### src/rtl/config_usb_pkg.sv
// Shared types and constants for the configuration-over-USB bridge.
package config_usb_pkg;

  typedef enum logic [1:0] {
    ST_HUNT   = 2'd0,
    ST_LOAD   = 2'd1,
    ST_ACK_TX = 2'd2
  } state_t;

  localparam logic [23:0] HEADER_SYNC       = 24'h00AAFF;
  localparam int unsigned DESYNC_FLAG_POS   = 20;
  localparam logic [31:0] DEFAULT_ACK_FRAME = 32'hFAB0_FABF;
  localparam int unsigned ACK_BYTES         = 6;
  localparam int unsigned ACK_FRAME_W       = 8 * ACK_BYTES;

  // Command byte that opens a load: low seven bits equal 1 or 2, bit 7 ignored.
  function automatic logic is_load_cmd(input logic [7:0] b);
    return ((b & 8'h7F) == 8'h01) || ((b & 8'h7F) == 8'h02);
  endfunction

endpackage

### src/rtl/config_usb_ack_tx.sv
// Serialises a 48-bit acknowledge frame MSB-first over a valid/ready byte stream.
module config_usb_ack_tx
  import config_usb_pkg::*;
(
  input  logic                   clk_i,
  input  logic                   reset_i,
  input  logic                   start,
  input  logic [ACK_FRAME_W-1:0] frame,
  input  logic                   in_ready_i,
  output logic [7:0]             in_data_o,
  output logic                   in_valid_o,
  output logic                   done_c
);

  localparam int unsigned REST_W = ACK_FRAME_W - 8;

  logic [REST_W-1:0] rest_q;
  logic [2:0]        sent_q;
  logic              take;

  assign take   = in_valid_o && in_ready_i;
  assign done_c = take && (sent_q == 3'(ACK_BYTES - 1));

  // Next byte is loaded on the acceptance edge so bytes go out back to back.
  always_ff @(posedge clk_i or posedge reset_i) begin
    if (reset_i) begin
      in_data_o  <= 8'h00;
      in_valid_o <= 1'b0;
      rest_q     <= '0;
      sent_q     <= 3'd0;
    end else if (start) begin
      in_data_o  <= frame[ACK_FRAME_W-1 -: 8];
      in_valid_o <= 1'b1;
      rest_q     <= frame[REST_W-1:0];
      sent_q     <= 3'd0;
    end else if (take) begin
      if (done_c) begin
        in_data_o  <= 8'h00;
        in_valid_o <= 1'b0;
        rest_q     <= '0;
        sent_q     <= 3'd0;
      end else begin
        in_data_o <= rest_q[REST_W-1 -: 8];
        rest_q    <= {rest_q[REST_W-9:0], 8'h00};
        sent_q    <= sent_q + 3'd1;
      end
    end
  end

endmodule

### src/rtl/config_usb_bridge.sv
// Byte-stream to configuration-word bridge: header hunt, word assembly with
// inter-byte timeout, and an acknowledge frame on the desync word.
module config_usb_bridge
  import config_usb_pkg::*;
#(
  parameter int unsigned WORD_BYTES     = 4,
  parameter int unsigned TIMEOUT_CYCLES = 1000000,
  parameter logic [31:0] ACK_FRAME      = DEFAULT_ACK_FRAME
) (
  input  logic                    clk_i,
  input  logic                    reset_i,
  input  logic [7:0]              out_data_i,
  input  logic                    out_valid_i,
  output logic                    out_ready_o,
  output logic [7:0]              in_data_o,
  output logic                    in_valid_o,
  input  logic                    in_ready_i,
  output logic                    word_write_strobe_o,
  output logic [8*WORD_BYTES-1:0] write_data_o,
  output logic                    active_o,
  output logic                    timeout_err_o,
  output logic [15:0]             word_count_o
);

  localparam int unsigned W     = 8 * WORD_BYTES;
  localparam int unsigned GAP_W = 32;
  localparam logic [W-1:0] DESYNC_WORD =
    (W > DESYNC_FLAG_POS) ? W'(64'd1 << DESYNC_FLAG_POS) : '0;

  state_t             state_q, state_d;
  logic [23:0]        hdr_q, hdr_d;
  logic [W-1:0]       buf_q, buf_d;
  logic [2:0]         idx_q, idx_d;
  logic [GAP_W-1:0]   gap_q, gap_d;
  logic               strobe_d, err_d, active_d, ready_d;
  logic [W-1:0]       wdata_d;
  logic [15:0]        count_d;

  logic               accept;
  logic               hdr_hit;
  logic               last_byte;
  logic               timeout_hit;
  logic [W-1:0]       word_next;
  logic [15:0]        count_inc;
  logic               ack_start;
  logic               ack_done_c;
  logic [ACK_FRAME_W-1:0] ack_frame;

  assign accept      = out_valid_i && out_ready_o;
  // The header window is the three stored bytes plus the byte being accepted.
  assign hdr_hit     = (hdr_q == HEADER_SYNC) && is_load_cmd(out_data_i);
  assign last_byte   = (idx_q == 3'(WORD_BYTES - 1));
  assign timeout_hit = (TIMEOUT_CYCLES != 0) &&
                       (gap_q == GAP_W'(TIMEOUT_CYCLES - 1));
  assign word_next   = W'({buf_q, out_data_i});
  assign count_inc   = (word_count_o == 16'hFFFF) ? word_count_o
                                                  : word_count_o + 16'd1;
  assign ack_frame   = {ACK_FRAME, count_inc};

  config_usb_ack_tx u_ack_tx (
    .clk_i      (clk_i),
    .reset_i    (reset_i),
    .start      (ack_start),
    .frame      (ack_frame),
    .in_ready_i (in_ready_i),
    .in_data_o  (in_data_o),
    .in_valid_o (in_valid_o),
    .done_c     (ack_done_c)
  );

  // Next-state and next-output logic.
  always_comb begin
    state_d   = state_q;
    hdr_d     = hdr_q;
    buf_d     = buf_q;
    idx_d     = idx_q;
    gap_d     = gap_q;
    strobe_d  = 1'b0;
    wdata_d   = write_data_o;
    count_d   = word_count_o;
    err_d     = timeout_err_o;
    ack_start = 1'b0;

    unique case (state_q)
      ST_HUNT: begin
        if (accept) begin
          if (hdr_hit) begin
            state_d = ST_LOAD;
            hdr_d   = '0;
            buf_d   = '0;
            idx_d   = 3'd0;
            gap_d   = '0;
            count_d = 16'd0;
            err_d   = 1'b0;
          end else begin
            hdr_d = {hdr_q[15:0], out_data_i};
          end
        end
      end

      ST_LOAD: begin
        if (accept) begin
          gap_d = '0;
          if (last_byte) begin
            idx_d    = 3'd0;
            buf_d    = '0;
            wdata_d  = word_next;
            strobe_d = 1'b1;
            count_d  = count_inc;
            if (word_next == DESYNC_WORD) begin
              state_d   = ST_ACK_TX;
              ack_start = 1'b1;
            end
          end else begin
            idx_d = idx_q + 3'd1;
            buf_d = word_next;
          end
        end else if (timeout_hit) begin
          // Partial word is dropped; a byte on the same cycle would have won.
          state_d = ST_HUNT;
          idx_d   = 3'd0;
          buf_d   = '0;
          gap_d   = '0;
          err_d   = 1'b1;
        end else if (TIMEOUT_CYCLES != 0) begin
          gap_d = gap_q + GAP_W'(1);
        end
      end

      ST_ACK_TX: begin
        if (ack_done_c) begin
          state_d = ST_HUNT;
        end
      end

      default: begin
        state_d = ST_HUNT;
      end
    endcase

    ready_d  = (state_d != ST_ACK_TX);
    active_d = (state_d == ST_LOAD);
  end

  always_ff @(posedge clk_i or posedge reset_i) begin
    if (reset_i) begin
      state_q             <= ST_HUNT;
      hdr_q               <= '0;
      buf_q               <= '0;
      idx_q               <= 3'd0;
      gap_q               <= '0;
      word_write_strobe_o <= 1'b0;
      write_data_o        <= '0;
      word_count_o        <= 16'd0;
      timeout_err_o       <= 1'b0;
      active_o            <= 1'b0;
      out_ready_o         <= 1'b1;
    end else begin
      state_q             <= state_d;
      hdr_q               <= hdr_d;
      buf_q               <= buf_d;
      idx_q               <= idx_d;
      gap_q               <= gap_d;
      word_write_strobe_o <= strobe_d;
      write_data_o        <= wdata_d;
      word_count_o        <= count_d;
      timeout_err_o       <= err_d;
      active_o            <= active_d;
      out_ready_o         <= ready_d;
    end
  end

endmodule
### config.mk
export PLATFORM = sky130hd
export DESIGN_NAME = config_usb_bridge
export DESIGN_NICKNAME = d
export VERILOG_FILES = /design/src/rtl/config_usb_pkg.sv /design/src/rtl/config_usb_ack_tx.sv /design/src/rtl/config_usb_bridge.sv
export SDC_FILE = /design/constraint.sdc
export NUM_CORES = 1
export LEC_CHECK = 0
export ABC_AREA = 1
export BUFFER_PORTS_ARGS = -buffer_cell sky130_fd_sc_hd__buf_2
export CAP_MARGIN = 20
export CORE_MARGIN = 4
export CORE_UTILIZATION = 30
export DETAILED_ROUTE_END_ITERATION = 16
export PLACE_DENSITY = 0.53
export SLEW_MARGIN = 20
export SYNTH_ARGS = -nofsm -noshare
export SYNTH_HDL_FRONTEND = slang
export SYNTH_SLANG_ARGS = --single-unit
### constraint.sdc
create_clock -name clk_i -period 6.4 [get_ports clk_i]
set_input_delay 0.96 -clock clk_i [delete_from_list [all_inputs] [get_ports clk_i]]
set_output_delay 0.96 -clock clk_i [all_outputs]
set_load 0.005 [all_outputs]
**After elaboration in Yosys (flattened, before gate mapping)**

Index checks and enable logic that the tools add are counted.

- Eq/ne operators: 19
- Reduce and logical (&&, ||, !) cells: 16
- Add/subtract/negate cells: 4
- Muxes and demuxes: 54

Operator list:

| kind | number |
|---|---|
| 32-bit 2-to-1 mux | 4 |
| 40-bit 2-to-1 mux | 3 |
| 24-bit 2-to-1 mux | 4 |
| 16-bit 2-to-1 mux | 5 |
| 32-bit case mux with 2 select lines | 1 |
| 24-bit case mux with 2 select lines | 1 |
| 32-bit by 1-bit adder with 32-bit output, second input constant | 1 |
| 32-bit by 20-bit equality test with 1-bit output, second input constant | 1 |
| 32-bit by 21-bit equality test with 1-bit output, second input constant | 1 |
| 16-bit case mux with 2 select lines | 1 |
| 24-bit by 16-bit equality test with 1-bit output, second input constant | 1 |
| 3-bit 2-to-1 mux | 8 |
| 8-bit 2-to-1 mux | 3 |
| 16-bit by 1-bit adder with 16-bit output, second input constant | 1 |
| 16-bit equality test, second input constant | 1 |
| 1-bit 2-to-1 mux | 14 |
| 2-bit 2-to-1 mux | 7 |
| 2-bit inequality test, second input constant | 7 |
| 5-bit AND reduction | 2 |
| 7-bit by 1-bit equality test with 1-bit output, second input constant | 1 |
| 7-bit by 2-bit equality test with 1-bit output, second input constant | 1 |
| 3-bit by 1-bit adder with 3-bit output, second input constant | 2 |
| 2-bit case mux with 3 select lines | 1 |
| 3-bit case mux with 2 select lines | 1 |
| 13 further kinds | 21 |

- Output and inout port bits: 61
- Register bits after elaboration: 189
- Logic and storage cells: 108
- Bits of input ports: 12

**Depth between registers and ports, before layout**

Gate-level depths: netlist of run 1.

- Depth after elaboration: 7
- Mapped depth: 12
- Gate-level depth less buffers: 12

**Cells and area by module**

A second synthesis of run 1 with hierarchy kept.

- Cell total of the unflattened synthesis: 1234
- Area total of the unflattened synthesis: 9437.8 µm²

Modules (own cells, without submodules):

| module | instances | area each (µm²) | cells an instance | seq. area each (µm²) |
|---|---|---|---|---|
| config_usb_bridge | 1 | 7055.5 | 950 | 3429.5 |
| config_usb_ack_tx | 1 | 2382.3 | 284 | 1301.2 |

**Least setup slack after synthesis of run 1**

No wires, ideal clock.

- Kind: in2reg
- Start: input out_valid_i
- End: register buf_q[0]
- Arrival: 1.976 ns
- Stages on the path: 8
- Path buffers: 1
- Path slack: 4.306 ns
- Setup time: 0.118 ns
- Data required time: 6.282 ns
- Cells stage by stage: nand2_2 -> inv_1 -> nand2_2 -> inv_1 -> nand4_2 -> buf_2 -> nand4_1 -> nand2_1

- Cells in the longest elaborated chain, start to end: 3
- Elaborated cells between the ends (all ways): 6
- Classes of those cells: eq/ne: 2; mux: 2; reduce/logical: 2

Ends and longest elaborated chain:

| item | line | RTL |
|---|---|---|
| start: declaration | config_usb_bridge.sv:13 | `input logic out_valid_i,` |
| 1-bit logical AND * | config_usb_bridge.sv:49 | `assign accept = out_valid_i && out_ready_o;` |
| 3-bit inequality test (no line), or another cell as far along | n/a |  |
| 4-bit AND reduction (no line) / 24-bit case mux with 2 select lines (equally long branches) | n/a |  |
| end signal: assignment | config_usb_bridge.sv:161 | `buf_q <= buf_d;` |
| end: declaration | config_usb_bridge.sv:32 | `logic [W-1:0] buf_q, buf_d;` |

Mark *: on every way between the ends. The rest lies on a longest branch, timed or not.
A chain may end at the register's enable or synchronous reset.

**Worst setup path after layout of run 1**

- Start: input out_valid_i
- End: register word_count_o[13]

- Cells in the longest elaborated chain, start to end: 3
- Elaborated cells between the ends (all ways): 4
- Classes of those cells: eq/ne: 2; reduce/logical: 2

Ends and longest elaborated chain:

| item | line | RTL |
|---|---|---|
| 1-bit logical AND * | config_usb_bridge.sv:49 |  |
| 2-bit inequality test (no line) | n/a |  |
| 5-bit AND reduction (no line) * | n/a |  |
| end signal: assignment | config_usb_bridge.sv:166 | `word_count_o <= count_d;` |
| end: declaration | config_usb_bridge.sv:22 | `output logic [15:0] word_count_o` |

Marked as above.

==> results of run 1 <==
-- cells by family (layout without fill, tap and decap cells) --
logic type                 after synthesis  count (layout)  synth area share [%]
AOI/OAI and AO/OA                      119             119                  7.03
xor gates and xnor gates                16              16                  1.49
adders and majority gates                5               5                 0.663
buffers and inverters                  175             239                  8.09
DFF                                    189             189                  50.1
and+or+nand+nor                        715             715                  32.6
-- synthesized netlist by cell type, types with 2 or more instances --
master and n:
o21ai_2 8, inv_1 122, nor3_1 19, nor2_2 3, inv_2 7, xor2_1 13, dfrtp_1 188, or2_2 3
ha_1 5, a21oi_1 17, nor2_1 106, clkbuf_1 14, nand3_1 96, buf_6 7, nand3b_1 2, nor2_4 3
xnor2_1 3, buf_4 9, o21ai_0 58, o211ai_1 6, nand2_1 417, o22ai_1 9, nand3_2 4, nand2_2 5
o21ai_1 17, nand4_1 52, buf_2 14
-- worst min-delay path by stage --
stage,from,end,slack (ns)
5_1_grt,u_ack_tx.rest_q[0],u_ack_tx.rest_q[0],0.50
4_1_cts,u_ack_tx.rest_q[1],u_ack_tx.rest_q[1],0.48
3_5_place_dp,u_ack_tx.rest_q[1],u_ack_tx.rest_q[1],0.46
3_3_place_gp,u_ack_tx.rest_q[1],u_ack_tx.rest_q[1],0.46
6_report,u_ack_tx.rest_q[1],u_ack_tx.rest_q[1],0.47
2_1_floorplan,u_ack_tx.rest_q[3],u_ack_tx.rest_q[3],0.44
-- power by group through the flow --
| stage | logic [mW] | registers, mW | clock network, mW |
|---|---|---|---|
| 2_1_floorplan | 0.0223 | 1.22 | 0 |
| 3_3_place_gp | 0.0396 | 1.22 | 0 |
| 3_5_place_dp | 0.0396 | 1.22 | 0 |
| 4_1_cts | 0.0396 | 1.19 | 1.10 |
| 5_1_grt | 0.0440 | 1.19 | 1.15 |
| 6_report | 0.0369 | 1.19 | 1.08 |
-- per-stage QoR --
stage          utilization [%]  hold WS [ns]  setup WS [ns]  std cells
6_report                  34.6         0.472           3.19       1679
5_1_grt                   34.6         0.503           2.88       1679
4_1_cts                   34.6         0.478           3.28       1679
3_5_place_dp              32.6         0.460           2.82       1647
3_3_place_gp              32.6         0.456           2.82       1647
2_1_floorplan                -         0.442          0.300       1219
-- worst max-delay path: cells and delay by family --
kind | cells | cell delay [ns]
AO/OA/AOI/OAI | 1 | 0.14
buffers and inverters | 3 | 1.03
AND/OR/NAND/NOR | 4 | 1.35
-- flip-flops by register name, indices dropped and copies added, names as in the netlist --
| register | flops |
|---|---|
| out_ready_o | 1 |
| word_write_strobe_o | 1 |
| idx_q | 3 |
| gap_q | 32 |
| write_data_o | 32 |
| buf_q | 24 |
| u_ack_tx.in_valid_o | 1 |
| hdr_q | 24 |
| word_count_o | 16 |
| timeout_err_o | 1 |
| u_ack_tx.in_data_o | 8 |
| u_ack_tx.sent_q | 3 |
| active_o | 1 |
| u_ack_tx.rest_q | 40 |
| state_q | 2 |
-- per-layer routing --
metal	vias to the layer above	part of all wire [%]	GRT usage (%)
li1	4016	-	-
met1	3819	51	21.2
met2	130	45	21.3
met3	19	3.2	2.38
met4	0	1.1	3.17
met5	-	0	0
-- final cells by class --
cell class	instances	area, µm²
fill	3251	20200
sequential	189	4730
multi-input combinational	855	3940
inverter	130	499
tap	396	495
clock buffer	17	425
timing repair buffer	77	398
clock inverter	15	171
==> flow_summary.toml, run 1 <==
[sta]
fin_crit_share_pct = 50.1
maxClockFrequency_ghz = 0.312
max-slew-margin-rel_pct = 36.6
worst_slew_pin_slew_ns = 0.952
setup_repair_after_global_routing_missed_its_margin = "no"
final-hold-violation-count = 0
final_layout_setup_total_negative_slack_ns = 0
slew_viol_final = 0
setup_violations = 0
post-route-min-period_ns = 3.21
timing.clock.skew_ns = 0.0161

[critical_path]
setup.worst_path.end = "word_count_o[13]"
reg_to_reg_endpoint = "word_count_o[13]"
timing_worst_setup_path_type = "input pin to register"
critical_path_data_required_time_ns = 6.71
crit_top_cell = "nand2_2"
r2r_cells = 8
crit_path_cell_trace = "buf_2 > nand2_2 > nor2_8 > inv_4 > nor2_4 > clkinv_2 > nand2_2 > o21ai_0"
cp-startpoint = "out_valid_i"
rr_startpoint = "state_q[1]"
critical_path.startpoint_type = "input pin"
cp.arrival_ns = 3.52
cpMaxStageDelayCell = "clkinv_2"
reg2reg_slack_ns = 3.23
critical_path.max_fanout = 67
cpPeakStageDelay_ns = 0.79
worstSetupEndpointType = "register"

[yosys]
synthDistinctLibCells = 39
synth_area_um2 = 9430
synthTopCellsByArea = "dfrtp_1, nand2_1, nand3_1, inv_1, nor2_1"
net_count_synth = 1236
yosys_warnings = 0
syn-instance-count = 1219
post-synth-top-area-cell = "dfrtp_1"
synthDominantCellAreaShare_pct = 49.9
synth.yosys.seq_area_share_pct = 50.1
syn-mean-instance-area_um2 = 7.74
ys_seq_elements = 189
synthFlopType = "dfrtp_1"
synth-edff-count = 0
asyncSetResetFlopFracSynth_pct = 100

[layout]
commonest_non_fill_non_tap_cell_in_the_layout = "nand2_1"
finish.net_count = 1287
stdcell_area_um2 = 10700
final_cell_mix = "nand2_1, dfrtp_1, inv_1"
drive_gt1_share_pct = 11.5
flow.area_growth_from_synthesis_pct = 13.0
antenna_cells_inserted = 0

[route]
routed_wire_length_per_instance_um = 14.1
via_per_inst = 4.76
vias = 7984
routed_wire_length_um = 23600
drt-pass1-iter-count = 5
final_antenna_net_count = 0
drtIter0Drc = 635
route.detailed.drc = 0

[power_and_ir_drop]
internal-power_mw = 1.73
net-switching-power_mw = 0.581
pwr-share-seq_pct = 51.7
sw_frac_of_total_pct = 25.2
finalPower_mw = 2.31
comb_power_share_pct = 1.6
power_density_nw_per_um2 = 216
power.share.clock_pct = 46.7
p_leak_nw = 5.57
ir_worst_vdd_v = 0.000183

[global_route]
largest_net_degree_at_the_start_of_global_routing = 138
grt_util_all_layers_pct = 14.1
first_global_vias = 7563
number_of_antenna_violations_at_the_first_check_in_global_routing = 0
gr-total-overflow = 0
global_route_wire_length_before_repair_um = 40000

[die]
num_io_pins = 73
die_y_um = 185
fp.dieArea_um2 = 34300
die_x_um = 185
placeableCoreArea_um2 = 30800
initial_core_util_pct = 30.6
row_count = 64

[cts]
clock_tree.buffer_depth = 2
cts_buffers = 17
clk-insertion-delay-late_ns = 0.45
cts_root_buf = "clkbuf_16"
cts_tree = "yes"
number_of_hold_buffers_added_after_cts = 0
cts_max_level = 4
clk_transition_reported_paths_ns = 0.08
cts_resized = 0
cts_setup_buffers = 0
cts_num_sinks = 189

[placed_design]
detailedPlacementHpwl_um = 16200
placement.io_buffers = 72
final_weighted_congestion_in_routability_driven_placement = 0.828
detailed_place.area_um2 = 10100

[hold_path]
min-delay-path-class = "register to register"
worstHoldPathCells = 2

[run]
max_cap_violations = 0

[run_status]
outcome = "complete, no violations"
(Power assumes the default switching activity.)
==> inputs of run 2 (changes only) <==
Clock period 6.4 ns to 2.7 ns, I/O delays scaled along.
==> flow_summary.toml, run 2 (synthesis results as in run 1) <==
[sta]
max-slew-margin-rel_pct = 58.3
fin_crit_share_pct = 78.1
final-hold-violation-count = 0
setup_violations = 0
slew_viol_final = 0
final_layout_setup_total_negative_slack_ns = 0
timing.clock.skew_ns = 0.0255
setup_repair_after_global_routing_missed_its_margin = "no"
maxClockFrequency_ghz = 0.474
worst_slew_pin_slew_ns = 0.625
post-route-min-period_ns = 2.11

[cts]
cts_num_sinks = 189
cts_tree = "yes"
cts_buffers = 17
number_of_hold_buffers_added_after_cts = 0
cts_max_level = 4
cts_setup_buffers = 0
cts_root_buf = "clkbuf_16"
clk-insertion-delay-late_ns = 0.44
cts_resized = 0
clock_tree.buffer_depth = 2
clk_transition_reported_paths_ns = 0.07

[critical_path]
reg2reg_slack_ns = 0.59
cp.arrival_ns = 2.40
cpMaxStageDelayCell = "dfrtp_1"
critical_path.startpoint_type = "register"
r2r_cells = 10
cpPeakStageDelay_ns = 0.38
rr_startpoint = "idx_q[0]"
crit_path_cell_trace = "ha_1 > nand2_1 > nor2_1 > nand3_1 > nor2_1 > nand3_2 > nand2_2 > inv_2 > nand2_1 > o21ai_1"
worstSetupEndpointType = "register"
critical_path.max_fanout = 20
critical_path_data_required_time_ns = 2.99
reg_to_reg_endpoint = "u_ack_tx.in_data_o[0]"
timing_worst_setup_path_type = "register to register"

[placed_design]
final_weighted_congestion_in_routability_driven_placement = 0.869
detailedPlacementHpwl_um = 17300
placement.io_buffers = 72

[global_route]
first_global_vias = 7890
gr-total-overflow = 0
grt_util_all_layers_pct = 14.7
largest_net_degree_at_the_start_of_global_routing = 55
global_route_wire_length_before_repair_um = 41400
number_of_antenna_violations_at_the_first_check_in_global_routing = 0

[power_and_ir_drop]
p_leak_nw = 5.66
finalPower_mw = 5.41
power_density_nw_per_um2 = 501
ir_worst_vdd_v = 0.000409

[layout]
largest_reg_by_ff_count = "u_ack_tx.rest_q"
final_cell_mix = "nand2_1, dfrtp_1, inv_1"
antenna_cells_inserted = 0
commonest_non_fill_non_tap_cell_in_the_layout = "nand2_1"
top_regs = "u_ack_tx.rest_q x40, gap_q x32, write_data_o x32"
flow.area_growth_from_synthesis_pct = 14.4
finish.net_count = 1303
largest_register_ffs = 40
drive_gt1_share_pct = 12.5
fill_cells = 3241

[route]
vias = 7984
routed_wire_length_um = 24400
final_antenna_net_count = 0
routed_wire_length_per_instance_um = 14.4
route.detailed.drc = 0
drt-pass1-iter-count = 5
via_per_inst = 4.71
drtIter0Drc = 617

[die]
fp.dieArea_um2 = 34300
die_x_um = 185
initial_core_util_pct = 30.6
num_io_pins = 73
row_count = 64
die_y_um = 185
placeableCoreArea_um2 = 30800

[run_status]
outcome = "complete, no violations"

[hold_path]
min-delay-path-class = "input pin to async pin"

[run]
max_cap_violations = 0
-- run 2: metrics by stage --
stage	cell area [µm²]	setup slack, ns	instances	hold slack, ns	utilization [%]
CTS	10800	0.568	1695	0.00162	35.0
floorplan	9440	-0.139	1219	0.442	-
finish	10800	0.591	1695	0.00385	35.0
detailed placement	10200	0.573	1663	0.461	33.1
global placement	10200	0.610	1663	0.457	33.1
global route	10800	0.363	1695	0.0226	35.0
-- run 2: where the power goes --
part           total (mW)  internal, mW  switching [mW]  leakage [nW]
logic              0.0990        0.0195          0.0795          2.93
clock network        2.48          1.24            1.24         0.284
registers            2.83          2.83               0          2.44
-- run 2: cell type report --
class	count	area (µm²)	area share, %
Clock inverter	14	149	1.38
Sequential cell	189	4730	43.8
Tap cell	396	495	4.59
Multi-Input combinational cell	855	3940	36.5
Clock buffer	18	429	3.97
Timing Repair Buffer	93	556	5.15
Inverter	130	494	4.58
-- run 2: worst max path at each step --
stage | from | end | slack [ns] | cells after the start
2_1_floorplan | reset_i | active_o | -0.14 | 1
3_3_place_gp | out_ready_o | buf_q[2] | 0.61 | 6
3_5_place_dp | out_data_i[2] | u_ack_tx.in_data_o[0] | 0.57 | 9
4_1_cts | idx_q[0] | u_ack_tx.sent_q[0] | 0.57 | 10
5_1_grt | buf_q[7] | u_ack_tx.in_data_o[2] | 0.36 | 10
6_report | idx_q[0] | u_ack_tx.in_data_o[0] | 0.59 | 10
-- run 2: critical path: cells and delay by family (launching register included) --
kind                       cells  cell delay (ns)
and+or+nand+nor                7             1.11
DFF                            1             0.38
buffers and inverters          1             0.23
adders and majority gates      1             0.18
AOI/OAI and AO/OA              1             0.07
-- run 2: per-layer routing --
layer  vias to the layer above  wire (µm)  GRT usage (%)
met2                       152      11100           22.6
met3                        11        864           2.40
li1                       4040          -              -
met1                      3781      12200           21.8
met4                         0        184           2.99
met5                         -          0              0
==> inputs of run 3 (changes only) <==
Settings changed: ABC_AREA 1 to 0, PLACE_DENSITY 0.53 to 0.52.
Clock period 2.7 ns to 1.95 ns, I/O delays scaled along.
==> flow_summary.toml, run 3 <==
[run_status]
outcome = "finished with violations"
failed_checks = "setup timing"

[route]
routed_wire_length_um = 25500
drtIter0Drc = 506
drt-pass1-iter-count = 5
vias = 7695
route.detailed.drc = 0
routed_wire_length_per_instance_um = 17.0
via_per_inst = 5.12
final_antenna_net_count = 0

[die]
die_x_um = 179
num_io_pins = 73
initial_core_util_pct = 30.5
placeableCoreArea_um2 = 28800
die_y_um = 179
fp.dieArea_um2 = 32100
row_count = 62

[yosys]
syn-mean-instance-area_um2 = 9.90
synthTopCellsByArea = "dfrtp_1, nand2_1, nand3_1, a32o_1, o21ai_0"
synth.cells.most_frequent = "dfrtp_1, nand2_1, nand3_1"
synthDistinctLibCells = 60
synth-edff-count = 0
syn-instance-count = 887
synthDominantCellAreaShare_pct = 53.6
synth.yosys.seq_area_share_pct = 53.9
net_count_synth = 904
asyncSetResetFlopFracSynth_pct = 100
synthFlopType = "dfrtp_1"
post-synth-top-area-cell = "dfrtp_1"
ys_seq_elements = 189
yosys.cell_count.top_type = "dfrtp_1"
yosys_warnings = 0
synth_area_um2 = 8780

[global_route]
grt_util_all_layers_pct = 15.6
global_route_wire_length_before_repair_um = 40400
number_of_antenna_violations_at_the_first_check_in_global_routing = 0
largest_net_degree_at_the_start_of_global_routing = 71
gr-total-overflow = 0
first_global_vias = 7473

[layout]
final_cell_mix = "dfrtp_1, buf_4, nand2_1"
drive_gt1_share_pct = 36.0
largest_register_ffs = 40
antenna_cells_inserted = 0
flow.area_growth_from_synthesis_pct = 39.3
finish.net_count = 1122
largest_reg_by_ff_count = "u_ack_tx.rest_q"
top_regs = "u_ack_tx.rest_q x40, gap_q x32, write_data_o x32"
commonest_non_fill_non_tap_cell_in_the_layout = "dfrtp_1"

[power_and_ir_drop]
comb_power_share_pct = 3.9
net-switching-power_mw = 1.92
power.share.clock_pct = 45.5
internal-power_mw = 6.00
ir_worst_vdd_v = 0.000517
power_density_nw_per_um2 = 647
pwr-share-seq_pct = 50.6
sw_frac_of_total_pct = 24.3
p_leak_nw = 6.01

[sta]
post-route-min-period_ns = 2.57
slew_viol_final = 0
maxClockFrequency_ghz = 0.390
setup_violations = 101
fin_crit_share_pct = 132
setup_repair_after_global_routing_missed_its_margin = "yes"
worst_slew_pin_slew_ns = 0.696
timing.clock.skew_ns = 0.0149
final_layout_setup_total_negative_slack_ns = -46.00
final-hold-violation-count = 0
max-slew-margin-rel_pct = 53.6
worst_slack_ns = -0.616

[cts]
cts_num_sinks = 189
clk-insertion-delay-late_ns = 0.43
clk_transition_reported_paths_ns = 0.08
clock_tree.buffer_depth = 2
cts_root_buf = "clkbuf_16"
cts_buffers = 17
cts_max_level = 4
cts_tree = "yes"

[critical_path]
critical_path.max_fanout = 7
worstSetupEndpointType = "register"
timing_worst_setup_path_type = "register to register"
critical_path.startpoint_type = "register"
rr_startpoint = "hdr_q[22]"
cp.arrival_ns = 2.88
cp-startpoint = "hdr_q[22]"
critical_path_data_required_time_ns = 2.26

[placed_design]
final_weighted_congestion_in_routability_driven_placement = 0.864
placement.io_buffers = 72
placement.setup.worst_slack_ns = -0.664
detailedPlacementHpwl_um = 17000

[hold_path]
min_from = "out_data_i[0]"
min-delay-path-class = "input pin to register"

[run]
max_cap_violations = 0
-- run 3: kinds of logic (layout without fill, tap and decap cells) --
kind of cell	after synthesis	in the layout	synth area share, %
compound gates	185	185	15.1
xor+xnor	16	16	1.60
fa+ha+maj	5	5	0.712
buf+inv	78	306	3.56
flops	189	189	53.9
mux	27	27	3.21
simple gates	387	390	22.0
-- run 3: power groups by stage --
stage	combinational [mW]	sequential, mW	clock [mW]
after detailed placement	0.307	4.08	0
after floorplan	0.144	4.08	0
after global routing	0.348	4.02	3.85
after CTS	0.310	4.01	3.68
after global placement	0.306	4.08	0
final	0.310	4.01	3.60
-- run 3: stage by stage --
stage                     utilization (%)  power (mW)  instances  hold slack (ns)  cell area (µm²)
final                                42.5        7.92       1502            0.133            12200
after global routing                 42.5        8.22       1502            0.127            12200
after CTS                            40.5        8.00       1487            0.123            11700
after detailed placement             37.9        4.39       1450            0.447            10900
after global placement               37.9        4.39       1450            0.447            10900
after floorplan                         -        4.23        887            0.398             9030
-- run 3: layer usage --
layer,wire [µm],track usage [%],up-vias
li1,-,-,3724
met1,12300,22.6,3786
met2,11800,23.9,161
met3,1140,3.18,24
met4,339,4.03,0
met5,0,0,-
-- run 3: worst max-delay path, stage by stage, from the launching register on --
cell and delay [ns]:
dfrtp_1 0.38, or4_4 0.53, or4_4 0.44, or4_4 0.57, and2_4 0.21, a221o_1 0.32
-- run 3: cell type report --
| cell class | instances | area (µm²) |
|---|---|---|
| clock buffers | 18 | 439 |
| clock inverters | 14 | 168 |
| fillers | 2749 | 16500 |
| inverters | 18 | 71.3 |
| multi-input cells | 623 | 4290 |
| flip-flops and latches | 189 | 4730 |
| well taps | 384 | 480 |
| repair buffers | 256 | 2060 |
-- run 3: path summary, 6_finish.rpt --
check / slack (ns) / end / depth (start not counted)
max: -0.62 / gap_q[15] / 5
min: 0.13 / write_data_o[0] / 3
max reg2reg: -0.62 / gap_q[15] / 5
min reg2reg: 0.48 / write_data_o[26] / 2
max in group asynchronous: 0.88 / buf_q[7] / 4
min in group asynchronous: 0.53 / u_ack_tx.in_data_o[1] / 4
-- run 3: repair_timing --
| action | 4_1_cts | 5_1_grt |
|---|---|---|
| resized for setup | 12 | 109 |
| endpoints found under the hold margin | 16 | 0 |
| buffers inserted | 1 | 3 |
| pin swaps | 5 | 23 |
| hold buffers | 1 | 0 |
| cloned | 3 | 12 |
| endpoints found under the setup margin | 140 | 170 |
